`config.mk`:
```
export PLATFORM = sky130hd
export DESIGN_NAME = uart_tx_fifo
export DESIGN_NICKNAME = d
export VERILOG_FILES = /design/src/rtl/uart_pkg.sv /design/src/rtl/uart_fifo_mem.sv /design/src/rtl/uart_tx_fifo.sv
export SDC_FILE = /design/constraint.sdc
export NUM_CORES = 1
export LEC_CHECK = 0
export CELL_PAD_IN_SITES_DETAIL_PLACEMENT = 0
export CELL_PAD_IN_SITES_GLOBAL_PLACEMENT = 2
export CORE_ASPECT_RATIO = 0.75
export CORE_MARGIN = 1
export CORE_UTILIZATION = 42
export DETAILED_ROUTE_END_ITERATION = 8
export PLACE_DENSITY = 0.71
export REMOVE_ABC_BUFFERS = 1
export SLEW_MARGIN = 20
export SYNTH_ARGS = -nofsm -noshare
export SYNTH_HDL_FRONTEND = slang
export SYNTH_HIERARCHICAL = 1
export SYNTH_SLANG_ARGS = --single-unit
```
`constraint.sdc`:
```
create_clock -name clk -period 3.02 [get_ports clk]
set_input_delay 0.453 -clock clk [delete_from_list [all_inputs] [get_ports clk]]
set_output_delay 0.453 -clock clk [all_outputs]
set_load 0.02 [all_outputs]
```
`src/rtl/uart_pkg.sv`:
```
// ---------------------------------------------------------------------------
// uart_pkg
// Shared definitions for the UART transmit FIFO slice.
//   uart_tx_state_e : launch controller states (IDLE, LAUNCH, WAIT_BUSY,
//                     WAIT_DONE)
//   BUSY_TIMEOUT    : cycles the controller waits for the transmitter to
//                     raise tx_busy before it treats the word as consumed
//   OVF_COUNT_WIDTH : width of the optional dropped-write counter
// ---------------------------------------------------------------------------
package uart_pkg;

  typedef enum logic [1:0] {
    IDLE      = 2'd0,
    LAUNCH    = 2'd1,
    WAIT_BUSY = 2'd2,
    WAIT_DONE = 2'd3
  } uart_tx_state_e;

  localparam int BUSY_TIMEOUT    = 2;
  localparam int OVF_COUNT_WIDTH = 8;

endpackage

```
`src/rtl/uart_fifo_mem.sv`:
```
// ---------------------------------------------------------------------------
// uart_fifo_mem
// Storage array, read/write pointers, entry count and registered status flags
// for the UART transmit FIFO.
// Parameters:
//   DATA_WIDTH : word width
//   DEPTH      : number of entries (power of two, >= 2)
//   ADDR_WIDTH : pointer width, derived from DEPTH
// Ports:
//   clk        : clock, all state on rising edge
//   reset_n    : synchronous active-low reset
//   push       : write request (ignored while full or in reset)
//   pop        : read request (ignored while empty)
//   wr_data    : word to store on an accepted push
//   rd_data    : word at the head of the queue
//   full       : registered, fill_level == DEPTH
//   empty      : registered, fill_level == 0
//   fill_level : current number of stored words, 0..DEPTH
// ---------------------------------------------------------------------------
module uart_fifo_mem
  import uart_pkg::*;
#(
  parameter int DATA_WIDTH = 8,
  parameter int DEPTH      = 16,
  parameter int ADDR_WIDTH = $clog2(DEPTH)
) (
  input  logic                  clk,
  input  logic                  reset_n,
  input  logic                  push,
  input  logic                  pop,
  input  logic [DATA_WIDTH-1:0] wr_data,
  output logic [DATA_WIDTH-1:0] rd_data,
  output logic                  full,
  output logic                  empty,
  output logic [ADDR_WIDTH:0]   fill_level
);

  localparam logic [ADDR_WIDTH:0] FULL_LEVEL = (ADDR_WIDTH + 1)'(DEPTH);

  logic [DATA_WIDTH-1:0] mem [DEPTH];
  logic [ADDR_WIDTH-1:0] wr_ptr;
  logic [ADDR_WIDTH-1:0] rd_ptr;
  logic [ADDR_WIDTH:0]   count;
  logic [ADDR_WIDTH:0]   count_next;
  logic                  do_push;
  logic                  do_pop;

  // Requests are qualified here so the array and pointers can never be
  // corrupted by a push into a full queue, a pop from an empty one, or a
  // write that arrives while reset is asserted.
  assign do_push = push && !full && reset_n;
  assign do_pop  = pop && !empty;

  // A simultaneous push and pop leaves the count unchanged.
  always_comb begin
    count_next = count;
    unique case ({do_push, do_pop})
      2'b10:   count_next = count + 1'b1;
      2'b01:   count_next = count - 1'b1;
      default: count_next = count;
    endcase
  end

  // Pointers are exactly ADDR_WIDTH bits and DEPTH is a power of two, so
  // incrementing past DEPTH-1 wraps to 0 on its own. Flags are computed from
  // the next count so they are registered yet line up with fill_level.
  always_ff @(posedge clk) begin
    if (!reset_n) begin
      wr_ptr <= '0;
      rd_ptr <= '0;
      count  <= '0;
      full   <= 1'b0;
      empty  <= 1'b1;
    end else begin
      if (do_push) wr_ptr <= wr_ptr + 1'b1;
      if (do_pop)  rd_ptr <= rd_ptr + 1'b1;
      count <= count_next;
      full  <= (count_next == FULL_LEVEL);
      empty <= (count_next == '0);
    end
  end

  // The array itself is not reset; stale contents are unreachable once the
  // pointers and count are cleared.
  always_ff @(posedge clk) begin
    if (do_push) mem[wr_ptr] <= wr_data;
  end

  assign rd_data    = mem[rd_ptr];
  assign fill_level = count;

endmodule

```
`src/rtl/uart_tx_fifo.sv`:
```
// ---------------------------------------------------------------------------
// uart_tx_fifo
// Buffers producer words and hands them one at a time to a UART transmitter
// using a launch pulse and the transmitter's busy flag.
// Optional feature macro: UART_TX_OVF_COUNT_EN adds the ovf_count output, a
// saturating count of dropped writes.
// Parameters:
//   DATA_WIDTH : word width
//   DEPTH      : FIFO entries (power of two, >= 2)
//   ADDR_WIDTH : pointer width, derived from DEPTH (do not override)
// Ports:
//   clk              : clock, all state on rising edge
//   reset_n          : synchronous active-low reset
//   wr_en            : producer write strobe
//   wr_data          : producer word
//   tx_busy          : busy flag from the transmitter
//   tx_data_valid    : one-cycle launch pulse to the transmitter
//   tx_parallel_data : word presented to the transmitter, held between pops
//   full, empty      : registered FIFO status
//   fill_level       : number of queued words, 0..DEPTH
//   overflow         : one-cycle pulse after each dropped write
//   ovf_count        : (UART_TX_OVF_COUNT_EN only) saturating dropped-write count
// ---------------------------------------------------------------------------
module uart_tx_fifo
  import uart_pkg::*;
#(
  parameter int DATA_WIDTH = 8,
  parameter int DEPTH      = 16,
  parameter int ADDR_WIDTH = $clog2(DEPTH)
) (
  input  logic                  clk,
  input  logic                  reset_n,
  input  logic                  wr_en,
  input  logic [DATA_WIDTH-1:0] wr_data,
  input  logic                  tx_busy,
  output logic                  tx_data_valid,
  output logic [DATA_WIDTH-1:0] tx_parallel_data,
  output logic                  full,
  output logic                  empty,
  output logic [ADDR_WIDTH:0]   fill_level,
  output logic                  overflow
`ifdef UART_TX_OVF_COUNT_EN
  ,
  output logic [OVF_COUNT_WIDTH-1:0] ovf_count
`endif
);

  localparam logic [1:0] BUSY_CNT_LAST = 2'(BUSY_TIMEOUT - 1);

  uart_tx_state_e        state;
  logic [1:0]            busy_cnt;
  logic                  pop;
  logic [DATA_WIDTH-1:0] head_data;

  // A word is taken only from IDLE with the transmitter idle; the head word
  // is latched into tx_parallel_data on that same edge.
  assign pop           = (state == IDLE) && !empty && !tx_busy;
  assign tx_data_valid = (state == LAUNCH);

  uart_fifo_mem #(
    .DATA_WIDTH (DATA_WIDTH),
    .DEPTH      (DEPTH),
    .ADDR_WIDTH (ADDR_WIDTH)
  ) u_mem (
    .clk        (clk),
    .reset_n    (reset_n),
    .push       (wr_en),
    .pop        (pop),
    .wr_data    (wr_data),
    .rd_data    (head_data),
    .full       (full),
    .empty      (empty),
    .fill_level (fill_level)
  );

  // Launch controller. After the one-cycle LAUNCH pulse it waits for the
  // transmitter to acknowledge with tx_busy; if that never comes within
  // BUSY_TIMEOUT cycles the word is considered sent so the queue cannot
  // stall. The IDLE->LAUNCH->WAIT_BUSY(x2)->IDLE path gives the 4-cycle
  // minimum spacing between launch pulses.
  // The overflow pulse uses the registered full flag, so a write is dropped
  // even when a pop frees an entry on the same edge.
  always_ff @(posedge clk) begin
    if (!reset_n) begin
      state            <= IDLE;
      busy_cnt         <= '0;
      tx_parallel_data <= '0;
      overflow         <= 1'b0;
    end else begin
      overflow <= wr_en && full;
      if (pop) tx_parallel_data <= head_data;
      unique case (state)
        IDLE: begin
          if (pop) state <= LAUNCH;
        end
        LAUNCH: begin
          state    <= WAIT_BUSY;
          busy_cnt <= '0;
        end
        WAIT_BUSY: begin
          if (tx_busy) begin
            state <= WAIT_DONE;
          end else if (busy_cnt == BUSY_CNT_LAST) begin
            state <= IDLE;
          end else begin
            busy_cnt <= busy_cnt + 1'b1;
          end
        end
        WAIT_DONE: begin
          if (!tx_busy) state <= IDLE;
        end
        default: state <= IDLE;
      endcase
    end
  end

`ifdef UART_TX_OVF_COUNT_EN
  // Dropped-write counter; it sticks at its maximum rather than wrapping.
  always_ff @(posedge clk) begin
    if (!reset_n) begin
      ovf_count <= '0;
    end else if (wr_en && full && (ovf_count != {OVF_COUNT_WIDTH{1'b1}})) begin
      ovf_count <= ovf_count + 1'b1;
    end
  end
`endif

endmodule

```
==> results.ini, run 1 <==
[floorplan]
die-width_um = 145
die_h_um = 109
core_um2 = 14600
start_util_pct = 43.7
ios = 29
dieArea_um2 = 15700
row_count = 38

[place]
dpl.hpwl_um = 7930
port-buffer-count = 28
placed_cell_area_um2 = 7030
place_congestion = 0.728
dp_cells = 588

[layout]
multi_input_area_um2 = 1780
area_delta_synth_final_pct = 18.5
final_cell_area_um2 = 7580
fillCellCount = 1235
layout_commonest_cell = edfxtp_1
drive_above_1_share_pct = 25.5
layout_common_cells = edfxtp_1 (128), mux4_2 (40), dfxtp_1 (31)
finish.net_count = 427
n_antenna_cell = 0
seqCellArea_um2 = 4490
finalNonFillerCells = 620

[status]
status = completed

[cts]
clk_path_buf_depth = 2
cts_root_buffer = clkbuf_16
cts_hold_repair.buffers = 0
clk_pin_slew_ns = 0.06
cts_setup_buffers = 0
cts_sinks = 160
htreeDepth = 4
cts_buffers = 17
tritoncts = done
clock_latency_ns = 0.42
cts-resized-gates = 0

[route]
antenna_left = 0
dr_wl_met2_um = 5060
drtIter0Drc = 192
vias = 3217
vias_per_cell = 5.19
firstDrtPassIters = 4
drc = 0
wl_met3_um = 448
met1_length_um = 6150
detail_route.wl_per_cell_um = 19.0
drt_wl_total_um = 11800
top_layer = met4

[pwr]
p_leak_uw = 0.00245
power_density_nw_per_um2 = 620
ir_drop_uv = 437
p_total_uw = 4700

[synthesis]
synth.avg_cell_area_um2 = 18.1
async_flop_share_pct = 0
syn_area_um2 = 6400
synth-edff-count = 128
yosysSeqAreaShare_pct = 70.1
yosys_register_bits = 160
syn_inst = 354
ys_types = 41
ys_warn_count = 6
synth_top_flop_cell = edfxtp_1

[grt]
grt_pass1_vias = 3178
grt_first_pass_wirelength_um = 18600
grt_max_degree = 33
antenna_found_initial = 0
grt_overflow = 0
grt_usage_pct = 17.0

[timing]
timing.slew.headroom_pct = 61.8
drv_slew = 0
holdWs_ns = 0.487
rsz0062_at_grt = false
finalSetupViolCount = 0
tightest_slew_ns = 0.572
skew_ns = 0.00899
hold_viol_final = 0
fmaxAchievable_mhz = 374
period_minus_slack_ns = 2.68
min_period_over_period_pct = 88.6

[job]
cap_violations = 0

[worst_setup_path]
crit_required_ns = 3.35
cp_max_fo = 3
startpoint_type = primary input
critical_path_class = in2reg
end_kind = register
cp_data_arrival_time_ns = 3.01

[worst_hold_path]
hp-class = reg2reg

[cell families after synthesis]
| family | share of synthesized area, % |
|---|---|
| multiplexers | 15.6 |
| AO/OA/AOI/OAI | 2.17 |
| flip-flops | 70.1 |
| adder cells (fa/ha/maj) | 1.56 |
| AND/OR/NAND/NOR | 6.59 |
| buffers and inverters | 2.03 |
| XOR/XNOR | 1.90 |
[cells in the mapped netlist, drive strengths merged (2+ instances only)]
cell	n	area [µm²]
a21oi	6	33.8
a41oi	2	17.5
and2	3	21.3
buf	10	65.1
clkbuf	10	37.5
dfxtp	32	641
edfxtp	128	3840
ha	8	100
inv	6	27.5
mux2i	10	100
mux4	40	901
nand2	11	43.8
nand2b	4	25.0
nand4	2	12.5
nor2	30	113
nor2b	14	95.1
nor3	6	30.0
nor4	3	33.8
o21a	2	15.0
o22ai	3	18.8
o31ai	3	27.5
xnor2	5	43.8
xor2	8	77.6
[registers in the layout, summed over array words and instances, names as in the netlist, named ones only]
name,count
state,2
u_mem/empty,1
tx_parallel_data,8
overflow,1
u_mem/wr_ptr,4
u_mem/mem,128
u_mem/rd_ptr,4
busy_cnt,2
u_mem/full,1
u_mem/fill_level,5
[worst paths after layout]
kind | slack [ns] | to | cells after the start | from
min | 0.49 | busy_cnt[1] | 2 | busy_cnt[1]
max | 0.34 | u_mem/full | 12 | tx_busy
max reg2reg | 0.38 | u_mem/full | 11 | state[0]
min reg2reg | 0.49 | busy_cnt[1] | 2 | busy_cnt[1]
[through the flow]
stage          setup WS [ns]  setup TNS [ns]  utilization (%)
6_report               0.343               0             51.8
5_1_grt               0.0469               0             51.8
4_1_cts                0.329               0             51.8
3_5_place_dp         -0.0980          -0.102             48.0
3_3_place_gp         -0.0383         -0.0383             48.0
2_1_floorplan         -0.245          -0.587                -
[worst max-delay path, stage by stage]
cell and delay (ns):
clkdlybuf4s50_1 0.46, nor4_4 0.23, nor2b_1 0.25, nand2_2 0.09, xnor2_1 0.15, ha_1 0.20
nor2b_1 0.18, a32oi_1 0.11, or3_1 0.32, a21oi_2 0.18, xor2_2 0.17, nor4b_2 0.21
[where the power goes]
part,switching [µW],internal [µW]
Sequential,32.0,2410
Clock,851,1130
Combinational,142,132
[layout make-up]
class	instances	area share [%]
sequential	160	59.2
tap	200	3.30
inverter	6	0.363
clock buffer	18	5.66
clock inverter	14	1.54
timing repair buffer	54	6.44
multi-input combinational	168	23.5
[metal layers]
metal  GRT usage (%)  up-vias
met5               0        -
met4            5.86        0
met3            5.14        8
met2            23.8       52
met1            25.1     1669
li1                -     1488
(Power assumes the default switching activity.)
==> run 2: changes to the inputs <==
CORE_MARGIN = not set   (was 1)
CTS_CLUSTER_SIZE = 14   (was not set)
==> results of run 2 <==
Same layout as run 1: the final DEF is identical, and so are final timing and power.
